### src/rtl/pipe_id_hazard_pkg.sv
// rtl/pipe_id_hazard_pkg.sv - shared constants for the ID-stage hazard unit
package pipe_id_hazard_pkg;

    // Operand source selects
    localparam logic [1:0] FWD_RF   = 2'd0;  // register file
    localparam logic [1:0] FWD_EALU = 2'd1;  // E-stage ALU result
    localparam logic [1:0] FWD_MALU = 2'd2;  // M-stage ALU result
    localparam logic [1:0] FWD_MMEM = 2'd3;  // M-stage memory data

    localparam logic [31:0] NOP = 32'h0;

    // Register field positions inside an instruction word
    localparam int RS_MSB = 25;
    localparam int RS_LSB = 21;
    localparam int RT_MSB = 20;
    localparam int RT_LSB = 16;

    // True when a producer writes a real (non-zero) register matching rn
    function automatic logic hits(input logic wr, input logic [4:0] dst, input logic [4:0] rn);
        return wr && (dst != 5'd0) && (dst == rn);
    endfunction

endpackage

### src/rtl/pipe_fwd_sel.sv
// rtl/pipe_fwd_sel.sv - forwarding select for one source operand
//
// Ports: rn (operand register number), ewreg/em2reg/ern0 (E-stage producer),
//        mwreg/mm2reg/mrn (M-stage producer), sel (2-bit operand source).
module pipe_fwd_sel
    import pipe_id_hazard_pkg::*;
(
    input  logic [4:0] rn,
    input  logic       ewreg,
    input  logic       em2reg,
    input  logic [4:0] ern0,
    input  logic       mwreg,
    input  logic       mm2reg,
    input  logic [4:0] mrn,
    output logic [1:0] sel
);

    // E is checked first: the younger producer holds the newest value.
    // An E-stage load is not forwardable; the load-use stall covers it.
    always_comb begin
        sel = FWD_RF;
        if (hits(ewreg, ern0, rn) && !em2reg) begin
            sel = FWD_EALU;
        end else if (hits(mwreg, mrn, rn) && !mm2reg) begin
            sel = FWD_MALU;
        end else if (hits(mwreg, mrn, rn) && mm2reg) begin
            sel = FWD_MMEM;
        end
    end

endmodule

### src/rtl/pipe_id_hazard.sv
// rtl/pipe_id_hazard.sv - IF/ID register, load-use stall, forwarding and debug counters
//
// Ports: clk/resetn (async active-low), pc4/ins (IF stage), usea/useb (operand use),
//        dflush (squash next fetch), E/M producer signals, dpc4/inst (IF/ID register),
//        wpcir (PC/IF-ID enable), dbubble (zero ID/EXE control), fwda/fwdb (operand
//        selects), stall_cnt/flush_cnt (saturating statistics).
module pipe_id_hazard
    import pipe_id_hazard_pkg::*;
#(
    parameter int CNT_W = 32
) (
    input  logic             clk,
    input  logic             resetn,
    input  logic [31:0]      pc4,
    input  logic [31:0]      ins,
    input  logic             usea,
    input  logic             useb,
    input  logic             dflush,
    input  logic             ewreg,
    input  logic             em2reg,
    input  logic [4:0]       ern0,
    input  logic             mwreg,
    input  logic             mm2reg,
    input  logic [4:0]       mrn,
    output logic [31:0]      dpc4,
    output logic [31:0]      inst,
    output logic             wpcir,
    output logic             dbubble,
    output logic [1:0]       fwda,
    output logic [1:0]       fwdb,
    output logic [CNT_W-1:0] stall_cnt,
    output logic [CNT_W-1:0] flush_cnt
);

    logic [4:0] rs;
    logic [4:0] rt;
    logic       stall;

    assign rs = inst[RS_MSB:RS_LSB];
    assign rt = inst[RT_MSB:RT_LSB];

    // A load in E cannot supply its data until M, so a dependent instruction
    // in ID waits one cycle while a bubble is pushed into E.
    assign stall = ewreg && em2reg && (ern0 != 5'd0) &&
                   ((usea && (ern0 == rs)) || (useb && (ern0 == rt)));

    assign wpcir   = ~stall;
    assign dbubble = stall;

    pipe_fwd_sel u_fwd_a (
        .rn     (rs),
        .ewreg  (ewreg),
        .em2reg (em2reg),
        .ern0   (ern0),
        .mwreg  (mwreg),
        .mm2reg (mm2reg),
        .mrn    (mrn),
        .sel    (fwda)
    );

    pipe_fwd_sel u_fwd_b (
        .rn     (rt),
        .ewreg  (ewreg),
        .em2reg (em2reg),
        .ern0   (ern0),
        .mwreg  (mwreg),
        .mm2reg (mm2reg),
        .mrn    (mrn),
        .sel    (fwdb)
    );

    // Stall wins over flush: a branch still waiting on its operands has not resolved.
    always_ff @(posedge clk or negedge resetn) begin
        if (!resetn) begin
            dpc4 <= 32'h0;
            inst <= NOP;
        end else if (!stall) begin
            dpc4 <= pc4;
            inst <= dflush ? NOP : ins;
        end
    end

    always_ff @(posedge clk or negedge resetn) begin
        if (!resetn) begin
            stall_cnt <= '0;
            flush_cnt <= '0;
        end else begin
            if (stall && (stall_cnt != '1)) begin
                stall_cnt <= stall_cnt + CNT_W'(1);
            end
            if (!stall && dflush && (flush_cnt != '1)) begin
                flush_cnt <= flush_cnt + CNT_W'(1);
            end
        end
    end

endmodule

### config.mk
export PLATFORM = sky130hd
export DESIGN_NAME = pipe_id_hazard
export DESIGN_NICKNAME = d
export VERILOG_FILES = /design/src/rtl/pipe_id_hazard_pkg.sv /design/src/rtl/pipe_fwd_sel.sv /design/src/rtl/pipe_id_hazard.sv
export SDC_FILE = /design/constraint.sdc
export NUM_CORES = 1
export LEC_CHECK = 0
export BUFFER_PORTS_ARGS = -buffer_cell sky130_fd_sc_hd__buf_4
export CAP_MARGIN = 15
export CORE_UTILIZATION = 40
export CTS_CLUSTER_DIAMETER = 30
export DETAILED_ROUTE_END_ITERATION = 10
export PLACE_DENSITY = 0.74
export SLEW_MARGIN = 20
export SYNTH_ARGS = -nofsm -noshare
export SYNTH_HDL_FRONTEND = slang
export SYNTH_SLANG_ARGS = --single-unit
### constraint.sdc
create_clock -name clk -period 1.9 [get_ports clk]
set_input_delay 0.19 -clock clk [delete_from_list [all_inputs] [get_ports clk]]
set_output_delay 0.19 -clock clk [all_outputs]
set_load 0.005 [all_outputs]
==> impl_results.md <==
- Die width: ~120 um
- Full die area: between 0.015 and 0.02 mm2
- Pin count of the biggest net entering global routing: 129
- LEAKAGE: just over 5 nW
- Worst-margin pin slew: about 0.76 ns
- Total track usage: 22.60%
- Clk Latency, worst-skew pair: 0.41 ns
- Syn Std Cell Area: slightly below 0.006 mm2
- Hold EP: dpc4[24]$_DFFE_PN0N_
- Inst Count DP: 991
- Final wirelength: around 19 mm
- Power density cells: between 700 and 800 mW/mm2
- I/O pin total: ~220
- Detailed Route Iter0 Violations: around 240
- Vias per cell: between 4 and 5
- Area of the core: between 0.01 and 0.015 mm2
- First-pass GRT wire length: between 20 and 30 mm
- Post-synth cell types: 40
- RePlAce Congestion: 0.8572
- DRC viols: 0
- Via count of the first global-routing pass: between 5k and 6k
- Htree depth: 4
- Most common cell after layout, fill and taps aside: buf_4
- Layout Nets: 975
- Rows: 44
- Number of diodes: 0
- Hold Slack: 0.01684 ns
- Syn Inst Count: 524
- Outcome: finished with violations
- Initial antenna violation count: 0
- Fraction of layout cells with a size suffix above 1: a little under three fifths
- Layout area overhead: 74.77%
- Fin crit share: 108.4%
- Final Skew: between 0.008 and 0.009 ns
- Violated checks: setup timing
- Max_slew headroom: between 40% and 50%
- Worst r2r dst: dpc4[8]$_DFFE_PN0N_
- Hpwl dp: approximately 12 mm
- Critical Path RT: 2.19 ns
- CP Max Fanout: 5
- M1 WL: 7.356 mm
- Top layer in use: met4
- Highest clock rate: 485.4 MHz
- Wire per inst: between 15 and 20 um
- HP Class: primary input to flip-flop
- CTS max path bufs: 2
- Setup WS pre-CTS: -0.2404 ns
- IO Port Bufs: between 200 and 250
- RSZ-0062 raised after global routing: true
- Final Non-Filler Cells: 1086
- Finished Cell Area: approximately 0.010 mm2
- HP Start: pc4[24]
- Clock transition at the registers of the reported paths: roughly 0.050 ns
- Reg2Reg Depth: 9
- Syn. warnings: 0
- CTS buffer count: 17
- Yosys reg bits: approximately 130
- Placed Area: 0.008414 mm2
- Worst Setup Start Kind: flip-flop
- Kind of critical path: flip-flop to flip-flop
- Hold Crit Depth: 2
- Post-route ant nets: 0
- Root Driver: clkbuf_16
- Die Span Y: 123.4 um
- Initial Util: between 40% and 50%
- # clock sinks: about 130
- Post-Route Utilization: a little under three quarters
- Met2 wire len: about 9.8 mm
- Vias: 5411
- Syn_nets: around 610
- Final hold violation count: 0
- Final setup margin: -0.1600 ns
- Commonest non-fill, non-tap cells in the layout: buf_4 (295), dfrtp_1 (128), nand2_1 (48)
- Max-Cap Viols: 0
- Final Slew Violations: 0
- Detailed Routing Iterations Pass 1: 4
- TritonCTS clock tree: built
- Syn_area_per_cell: 11.25 um2
- CP Capture Type: flip-flop
- Worst path arrival time: around 2.4 ns
- R2R setup slack: -0.16 ns
- Routed wl met3: ~1.4 mm
- Seq/Total Area, Yosys: between 50% and 60%
- Grt total ovfl: 0
- Period minus WS final: around 2.1 ns
- Worst vdd ir: between 0.6 and 0.7 mV
- Launching point of the worst reg2reg path: inst[19]$_DFFE_PN0N_
- Final setup viols: 94
## worst max path at each step
| stage | cells after the start | slack [ns] | startpoint | endpoint |
|---|---|---|---|---|
| floorplan | 9 | -0.06 | flush_cnt[0]$_DFFE_PN0P_ | flush_cnt[29]$_DFFE_PN0P_ |
| global placement | 7 | -0.21 | ern0[0] | dpc4[12]$_DFFE_PN0N_ |
| global route | 9 | -0.25 | inst[18]$_DFFE_PN0N_ | dpc4[27]$_DFFE_PN0N_ |
| CTS | 7 | -0.16 | inst[18]$_DFFE_PN0N_ | dbubble |
| detailed placement | 7 | -0.24 | ern0[0] | dpc4[11]$_DFFE_PN0N_ |
| finish | 9 | -0.16 | inst[19]$_DFFE_PN0N_ | dpc4[8]$_DFFE_PN0N_ |
## flip-flops by register name (all words and copies together) (netlist names)
register	count
inst	32
dpc4	32
flush_cnt	32
stall_cnt	32
## metrics by stage
step                      TNS (ns)  power (W)
after floorplan             -1.759   0.003353
after global placement      -11.74   0.003957
after detailed placement    -16.52   0.003998
after CTS                   -5.244   0.007148
after global routing        -16.11   0.007523
final                       -4.960   0.007245
## final cells by class
class                   count  area (um2)
well taps                 184       230.2
multi-input cells         375        3194
repair buffers            362        3082
inverters                   6       35.03
fillers                  1016        4173
clock inverters             5       52.55
clock buffers              26       509.2
flip-flops and latches    128        3203
## cells by family (layout without fill, tap and decap cells)
| family | after synthesis | in the layout | synth area share [%] |
|---|---|---|---|
| and+or+nand+nor | 217 | 220 | 20.56 |
| buffers and inverters | 24 | 399 | 2.419 |
| AOI/OAI and AO/OA | 39 | 39 | 3.819 |
| muxes | 33 | 33 | 6.302 |
| xor gates and xnor gates | 81 | 81 | 12.16 |
| DFF | 128 | 128 | 54.32 |
| adders and majority gates | 2 | 2 | 0.4243 |
## repair_timing
action	CTS	global route
gates resized for setup	33	138
buffers inserted	15	13
gates cloned	4	8
setup endpoints to repair	85	130
hold buffers	15	13
pin swaps	23	38
hold endpoints to repair	142	13
## synth_stat cells
library cell | count | share of area (%)
a211oi_2 | 1 | 0.21
a21o_1 | 2 | 0.25
a21o_4 | 1 | 0.25
and2_1 | 5 | 0.53
and3_1 | 13 | 1.4
and3_4 | 1 | 0.19
and4_1 | 3 | 0.45
and4_2 | 1 | 0.17
and4_4 | 3 | 0.57
buf_2 | 6 | 0.51
buf_6 | 6 | 1.1
clkbuf_1 | 6 | 0.38
dfrtp_1 | 128 | 54
ha_1 | 2 | 0.42
inv_1 | 5 | 0.32
inv_2 | 1 | 0.064
mux2_2 | 33 | 6.3
nand2_1 | 64 | 4.1
nand2b_1 | 34 | 3.6
nand2b_2 | 1 | 0.15
nand3_1 | 31 | 2.6
nand3_2 | 1 | 0.17
nand3_4 | 2 | 0.59
nand4_1 | 16 | 1.7
nor2_1 | 16 | 1.0
nor2b_1 | 2 | 0.21
nor3_1 | 9 | 0.76
nor3_2 | 2 | 0.34
nor3_4 | 1 | 0.28
nor3b_1 | 1 | 0.13
nor4_1 | 4 | 0.42
nor4_4 | 1 | 0.36
o211ai_2 | 1 | 0.21
o21ai_0 | 34 | 2.9
or3_1 | 3 | 0.32
or4_1 | 1 | 0.13
or4_4 | 2 | 0.38
xnor2_1 | 51 | 7.6
xnor2_2 | 1 | 0.28
xor2_1 | 29 | 4.3
## where the power goes
| part | leakage, nW | switching, W | internal, W |
|---|---|---|---|
| clock | 0.276 | 0.00114 | 0.00196 |
| sequential | 1.65 | 0.000126 | 0.00288 |
| combinational | 3.12 | 0.000454 | 0.000679 |
## per-layer routing
metal  global-route usage (%)  up-vias
met5                        0        -
met4                    5.798        0
met3                    8.672       22
met2                    37.78      184
met1                    27.22     2671
li1                         -     2534
## worst max-delay path: stages, from the launching register on
cell	delay [ns]
dfrtp_1	0.43
xor2_2	0.18
nor3_2	0.17
nand3_2	0.11
a21o_4	0.28
clkinv_8	0.07
buf_4	0.12
buf_8	0.13
buf_8	0.14
mux2_4	0.30
(Power assumes the default switching activity.)
